<file path="src/rtl/mem_access_unit.sv">
// mem_access_unit
//   Load/store initiator that sits between the datapath and a word-addressed data memory.
//   It accepts byte/half/word loads and stores at byte addresses over a valid/ready handshake.
//   Sub-word stores use read-modify-write. Loads extract the addressed lane and sign- or
//   zero-extend it. Misaligned, out-of-range and bad-size requests return an error and never
//   touch the memory.
//
// Ports
//   Clock, Resetn         rising-edge clock, asynchronous active-low reset
//   req_valid/req_ready   request handshake; req_ready is high only in IDLE
//   req_write/req_size    1 = store; 00 byte, 01 half, 10 word (11 is an error)
//   req_signed            loads only: sign-extend the extracted lane
//   req_addr/req_wdata    byte address and store data (low bits for sub-word stores)
//   resp_valid            one-cycle response strobe; qualifies resp_rdata and resp_err
//   mem_addr              word index (req_addr[31:2], zero-extended)
//   mem_data/mem_wr_en    write word and write enable (the memory writes on the rising edge)
//   mem_read_en/mem_q     read enable and combinational read data
module mem_access_unit #(
   parameter int unsigned MEM_WORDS = 32
) (
   input  logic        Clock,
   input  logic        Resetn,
   input  logic        req_valid,
   output logic        req_ready,
   input  logic        req_write,
   input  logic [1:0]  req_size,
   input  logic        req_signed,
   input  logic [31:0] req_addr,
   input  logic [31:0] req_wdata,
   output logic        resp_valid,
   output logic [31:0] resp_rdata,
   output logic        resp_err,
   output logic [31:0] mem_addr,
   output logic [31:0] mem_data,
   output logic        mem_wr_en,
   output logic        mem_read_en,
   input  logic [31:0] mem_q
);

   localparam logic [1:0] SizeByte = 2'b00;
   localparam logic [1:0] SizeHalf = 2'b01;
   localparam logic [1:0] SizeWord = 2'b10;
   localparam logic [1:0] SizeBad  = 2'b11;

   typedef enum logic [1:0] {StIdle, StRead, StWrite, StResp} state_e;

   // Returns the addressed lane of a memory word, extended to 32 bits.
   function automatic logic [31:0] extract_lane(input logic [31:0] word,
                                                input logic [1:0]  size,
                                                input logic [1:0]  lane,
                                                input logic        sgn);
      logic [7:0]  b;
      logic [15:0] h;
      logic [31:0] r;
      b = word[{lane, 3'b000} +: 8];
      h = lane[1] ? word[31:16] : word[15:0];
      case (size)
         SizeByte: r = {{24{sgn & b[7]}}, b};
         SizeHalf: r = {{16{sgn & h[15]}}, h};
         default:  r = word;
      endcase
      return r;
   endfunction

   // Replaces only the addressed lane(s) of the old word with the store data.
   function automatic logic [31:0] merge_lane(input logic [31:0] old_word,
                                              input logic [31:0] wd,
                                              input logic [1:0]  size,
                                              input logic [1:0]  lane);
      logic [31:0] r;
      r = old_word;
      case (size)
         SizeByte: r[{lane, 3'b000} +: 8] = wd[7:0];
         SizeHalf: begin
            if (lane[1]) r[31:16] = wd[15:0];
            else         r[15:0]  = wd[15:0];
         end
         default:  r = wd;
      endcase
      return r;
   endfunction

   state_e      state_q, state_d;

   // Latched request fields
   logic        write_q, write_d;
   logic [1:0]  size_q, size_d;
   logic        sgn_q, sgn_d;
   logic [1:0]  lane_q, lane_d;
   logic [29:0] index_q, index_d;
   logic [31:0] wdata_q, wdata_d;

   // Registered outputs
   logic        req_ready_q, req_ready_d;
   logic        resp_valid_q, resp_valid_d;
   logic [31:0] resp_rdata_q, resp_rdata_d;
   logic        resp_err_q, resp_err_d;
   logic [31:0] mem_addr_q, mem_addr_d;
   logic [31:0] mem_data_q, mem_data_d;
   logic        mem_wr_en_q, mem_wr_en_d;
   logic        mem_read_en_q, mem_read_en_d;

   logic        req_err;
   logic        accept;

   // Any of these makes the request an error; it then goes straight to RESP.
   assign req_err = (req_size == SizeBad)
                 || ((req_size == SizeHalf) && req_addr[0])
                 || ((req_size == SizeWord) && (req_addr[1:0] != 2'b00))
                 || ({2'b00, req_addr[31:2]} >= 32'(MEM_WORDS));

   assign accept = (state_q == StIdle) && req_valid && req_ready_q;

   always_comb begin
      state_d       = state_q;
      write_d       = write_q;
      size_d        = size_q;
      sgn_d         = sgn_q;
      lane_d        = lane_q;
      index_d       = index_q;
      wdata_d       = wdata_q;
      req_ready_d   = 1'b0;
      resp_valid_d  = 1'b0;
      resp_rdata_d  = 32'h0;
      resp_err_d    = 1'b0;
      mem_addr_d    = 32'h0;
      mem_data_d    = 32'h0;
      mem_wr_en_d   = 1'b0;
      mem_read_en_d = 1'b0;

      case (state_q)
         StIdle: begin
            if (accept) begin
               write_d = req_write;
               size_d  = req_size;
               sgn_d   = req_signed;
               lane_d  = req_addr[1:0];
               index_d = req_addr[31:2];
               wdata_d = req_wdata;
               if (req_err) begin
                  state_d      = StResp;
                  resp_valid_d = 1'b1;
                  resp_err_d   = 1'b1;
               end else if (req_write && (req_size == SizeWord)) begin
                  state_d     = StWrite;
                  mem_wr_en_d = 1'b1;
                  mem_addr_d  = {2'b00, req_addr[31:2]};
                  mem_data_d  = req_wdata;
               end else begin
                  // Loads and sub-word stores both start with a read.
                  state_d       = StRead;
                  mem_read_en_d = 1'b1;
                  mem_addr_d    = {2'b00, req_addr[31:2]};
               end
            end else begin
               req_ready_d = 1'b1;
            end
         end
         StRead: begin
            if (write_q) begin
               state_d     = StWrite;
               mem_wr_en_d = 1'b1;
               mem_addr_d  = {2'b00, index_q};
               mem_data_d  = merge_lane(mem_q, wdata_q, size_q, lane_q);
            end else begin
               state_d      = StResp;
               resp_valid_d = 1'b1;
               resp_rdata_d = extract_lane(mem_q, size_q, lane_q, sgn_q);
            end
         end
         StWrite: begin
            state_d      = StResp;
            resp_valid_d = 1'b1;
         end
         StResp: begin
            state_d     = StIdle;
            req_ready_d = 1'b1;
         end
         default: begin
            state_d = StIdle;
         end
      endcase
   end

   // Reset clears every output at once, so an aborted store's pending write is dropped.
   always_ff @(posedge Clock or negedge Resetn) begin
      if (!Resetn) begin
         state_q       <= StIdle;
         write_q       <= 1'b0;
         size_q        <= 2'b00;
         sgn_q         <= 1'b0;
         lane_q        <= 2'b00;
         index_q       <= 30'h0;
         wdata_q       <= 32'h0;
         req_ready_q   <= 1'b0;
         resp_valid_q  <= 1'b0;
         resp_rdata_q  <= 32'h0;
         resp_err_q    <= 1'b0;
         mem_addr_q    <= 32'h0;
         mem_data_q    <= 32'h0;
         mem_wr_en_q   <= 1'b0;
         mem_read_en_q <= 1'b0;
      end else begin
         state_q       <= state_d;
         write_q       <= write_d;
         size_q        <= size_d;
         sgn_q         <= sgn_d;
         lane_q        <= lane_d;
         index_q       <= index_d;
         wdata_q       <= wdata_d;
         req_ready_q   <= req_ready_d;
         resp_valid_q  <= resp_valid_d;
         resp_rdata_q  <= resp_rdata_d;
         resp_err_q    <= resp_err_d;
         mem_addr_q    <= mem_addr_d;
         mem_data_q    <= mem_data_d;
         mem_wr_en_q   <= mem_wr_en_d;
         mem_read_en_q <= mem_read_en_d;
      end
   end

   assign req_ready   = req_ready_q;
   assign resp_valid  = resp_valid_q;
   assign resp_rdata  = resp_rdata_q;
   assign resp_err    = resp_err_q;
   assign mem_addr    = mem_addr_q;
   assign mem_data    = mem_data_q;
   assign mem_wr_en   = mem_wr_en_q;
   assign mem_read_en = mem_read_en_q;

   // Structural invariants of the FSM outputs.
   a_rw_excl: assert property (@(posedge Clock) disable iff (!Resetn)
      !(mem_wr_en_q && mem_read_en_q));
   a_ready_idle: assert property (@(posedge Clock) disable iff (!Resetn)
      req_ready_q |-> (state_q == StIdle));
   a_resp_state: assert property (@(posedge Clock) disable iff (!Resetn)
      resp_valid_q |-> (state_q == StResp));

endmodule
</file>
<file path="config.mk">
export PLATFORM = sky130hd
export DESIGN_NAME = mem_access_unit
export DESIGN_NICKNAME = d
export VERILOG_FILES = /design/src/rtl/mem_access_unit.sv
export SDC_FILE = /design/constraint.sdc
export NUM_CORES = 1
export LEC_CHECK = 0
export ABC_AREA = 1
export CAP_MARGIN = 30
export CORE_UTILIZATION = 45
export DETAILED_ROUTE_END_ITERATION = 12
export PLACE_DENSITY = 0.85
export SYNTH_ARGS = -nofsm -noshare
export SYNTH_HDL_FRONTEND = slang
export SYNTH_SLANG_ARGS = --single-unit
</file>
<file path="constraint.sdc">
create_clock -name Clock -period 1.93 [get_ports Clock]
set_input_delay 0.579 -clock Clock [delete_from_list [all_inputs] [get_ports Clock]]
set_output_delay 0.579 -clock Clock [all_outputs]
set_load 0.05 [all_outputs]
</file>
==> impl_metrics.ini <==
[sta]
final_period_minus_worst_setup_slack_ps = 1829
setup_viol_count_final = 0
final-max-slew-violation-count = 0
final_hold_violating_endpoints = 0
setup_total_negative_slack_ps = 0
timing.fmax_mhz = 546.9
period_share_pct = 94.74
rsz0062_at_grt = false
clock_skew_ps = 8.220
timing.hold.ws_ps = 59.42

[power_and_ir_drop]
post-layout-total-power_mw = 16.37
cellPowerDensity_nw_per_um2 = 1449
proportion_of_power_drawn_by_the_clock_network_pct = 20.6
ir_worst_vdd_uv = 959.0
p_sw_share_pct = 45.22
leakage_nw = 6.065
power_frac_seq_pct = 31.8
p_comb_share_pct = 47.6
power_report.internal_total_mw = 8.968
p_sw_mw = 7.403

[yosys]
ys_warn_count = 0
synth_top_area_cell = dfrtp_1
synth-edff-count = 0
yosysUniqueCellTypes = 32
leading_post_synthesis_cells_by_cell_area = dfrtp_1 (51%), nand2_1 (12%), o21ai_0 (7.9%)
synthesis.area_per_instance_um2 = 7.927
ys_dominant_reg_cell = dfrtp_1
share_of_the_synthesized_area_in_the_top_cell_type_pct = 50.81
synth-seq-area-share_pct = 50.81
post_synth_inst_count = 1050
post_synthesis_sequential_element_count = 169
postSynth.asyncResetShare_pct = 100.0
post_synth_instance_area_um2 = 8323

[global_routing]
wire_length_of_the_first_global_routing_pass_mm = 40.99
grt_max_degree = 65
global_route.overflow_total = 0
track_usage_pct = 27.44
grt_antenna_before_repair = 0
vias_in_the_first_global_route = 8019

[final_layout]
final_net_count = 1394
layout-drive-gt1-share_pct = 17.84
final.fill_count = 1562
stdcell_count = 1524
syn2layout_area_growth_pct = 35.70
antenna-diode-count = 0

[min_path]
timing.hold.worst.class = input pin to async pin

[drt]
drt_iter0_drc = 730
drt-total-wl_mm = 25.43
ant_nets = 0
drt_pre_antenna_iters = 5
viasPerCell = 5.223
drc = 0
wire_per_inst_um = 16.69
routed-via-count = 7960

[die]
dieWidth_um = 138
start_util_pct = 46.18
design.core.area_um2 = 18020
top_ports = 204
placement_rows = 49
design.die.area_um2 = 19040
die-height_um = 138

[worst_setup_path]
endpoint_kind = register
rr_startpoint = lane_q[1]
worstPathArrival_ps = 2160
reg2reg_to = mem_data[14]
cell_count_of_the_worst_reg_to_reg_path = 10
worst-setup-path-type = register to register
cp_data_required_time_ps = 2260
worstPathMaxFanout = 6
ff2ff_setup_slack_ps = 100
worstSetupStartpointType = register

[clock_tree]
cts_max_level = 4
cts_inserted_buffers = 17
cts_tree = built
insertion_delay_ps = 440
post_cts_hold_buffer_count = 0
clockRootBuffer = clkbuf_16
clock_pin_slew_of_the_registers_on_the_worst_case_setup_and_hold_paths_ps = 70
cts-root-to-sink-buffers = 2
clock_sink_count = 169

[place]
place.detailed.instances = 1489
place_congestion = 0.9842
placement.io_buffers = 201
dpl.hpwl_mm = 18.61

[job]
cap_viol_max_count = 0

[run_status]
run_status = finished clean
==> stage by stage <==
| stage | utilization (%) | instance area (µm²) | worst slack, ps |
|---|---|---|---|
| after floorplan | - | 8327 | 35.20 |
| after global placement | 59.14 | 10660 | -167.1 |
| after detailed placement | 59.14 | 10660 | -217.0 |
| after CTS | 62.40 | 11250 | 22.47 |
| after global routing | 62.66 | 11290 | 4.154 |
| final | 62.66 | 11290 | 101.5 |
==> sequential cells by signal, summed over array words and instances, names as in the netlist <==
name	count
size_q	2
req_ready	1
mem_addr	30
resp_err	1
resp_rdata	32
state_q	2
wdata_q	32
mem_read_en	1
mem_wr_en	1
mem_data	32
resp_valid	1
index_q	30
lane_q	2
write_q	1
sgn_q	1
==> repair_timing <==
action,in CTS,in global routing
endpoints found under the setup margin,0,20
endpoints found under the hold margin,0,0
setup buffers,0,3
gates resized for setup,0,5
==> area by class of cell <==
class / instances / area [µm²] / area share, %
Sequential cell: 169 / 4229 / 37.44
Multi-Input combinational cell: 662 / 3189 / 28.24
Timing Repair Buffer: 269 / 2384 / 21.10
Inverter: 163 / 618.1 / 5.472
Clock buffer: 18 / 439.2 / 3.888
Tap cell: 229 / 286.5 / 2.537
Clock inverter: 14 / 148.9 / 1.318
==> worst max-delay path, cell delays in order (launching register included) <==
cell        delay (ps)
dfrtp_1            420
inv_1              180
ha_1               260
clkinvlp_4         140
buf_4              170
nand3_1            100
o21ai_0            110
o211ai_1           100
nand2_1            110
nand2_1             90
nand2_1             50
==> cells in the mapped netlist (5+ instances only) <==
| library cell | count |
|---|---|
| nand3_1 | 32 |
| nor2_2 | 12 |
| ha_1 | 9 |
| clkbuf_1 | 22 |
| o2111ai_1 | 10 |
| o211ai_1 | 37 |
| buf_4 | 7 |
| o22ai_1 | 10 |
| inv_1 | 157 |
| dfrtp_1 | 169 |
| o21ai_0 | 131 |
| buf_2 | 23 |
| nor2_1 | 79 |
| buf_6 | 5 |
| nand2_1 | 264 |
| a21oi_1 | 56 |
==> worst max path at each step <==
stage	slack, ps	end	depth (start not counted)	startpoint
5_1_grt	4	mem_data[8]	10	lane_q[1]
3_5_place_dp	-220	resp_rdata[13]	10	mem_q[23]
3_3_place_gp	-170	resp_rdata[14]	10	mem_q[31]
2_1_floorplan	40	mem_data[2]	10	lane_q[1]
6_report	100	mem_data[14]	10	lane_q[1]
4_1_cts	20	mem_data[9]	9	lane_q[1]
==> routing by layer <==
metal  track usage, %  share of wire, %
met1            33.78                40
met2            44.68                47
met3            8.798               9.5
met4            10.99               3.5
met5                0                 0
==> logic make-up after synthesis <==
| kind of cell | Yosys count | synth area share [%] |
|---|---|---|
| other | 1 | 0.04506 |
| AND/OR/NAND/NOR | 402 | 19.98 |
| AO/OA/AOI/OAI | 249 | 16.75 |
| flip-flops | 169 | 50.81 |
| adder cells (fa/ha/maj) | 9 | 1.353 |
| buffers and inverters | 220 | 11.06 |
==> placed cells by master, fill, tap and decap left out, drive strengths merged <==
cell           instances
a21oi                 56
a22oi                  1
a31oi                  2
buf                  167
clkbuf                19
clkdlybuf4s50        101
clkinv                 6
clkinvlp               2
conb                   2
dfrtp                169
ha                     9
inv                  169
nand2                268
nand3                 36
nand4                  3
nor2                  93
nor3                   1
o2111ai               10
o211ai                37
o21ai                133
o22ai                 10
or2                    1
==> power groups by stage <==
| stage | Clock, mW | Combinational, mW | Sequential [mW] |
|---|---|---|---|
| 2_1_floorplan | 0 | 3.89 | 6.46 |
| 3_3_place_gp | 0 | 7.42 | 5.21 |
| 3_5_place_dp | 0 | 7.55 | 5.25 |
| 4_1_cts | 3.42 | 7.60 | 5.20 |
| 5_1_grt | 3.56 | 8.56 | 5.33 |
| 6_report | 3.37 | 7.79 | 5.21 |
Power figures use the tool's default switching activity.
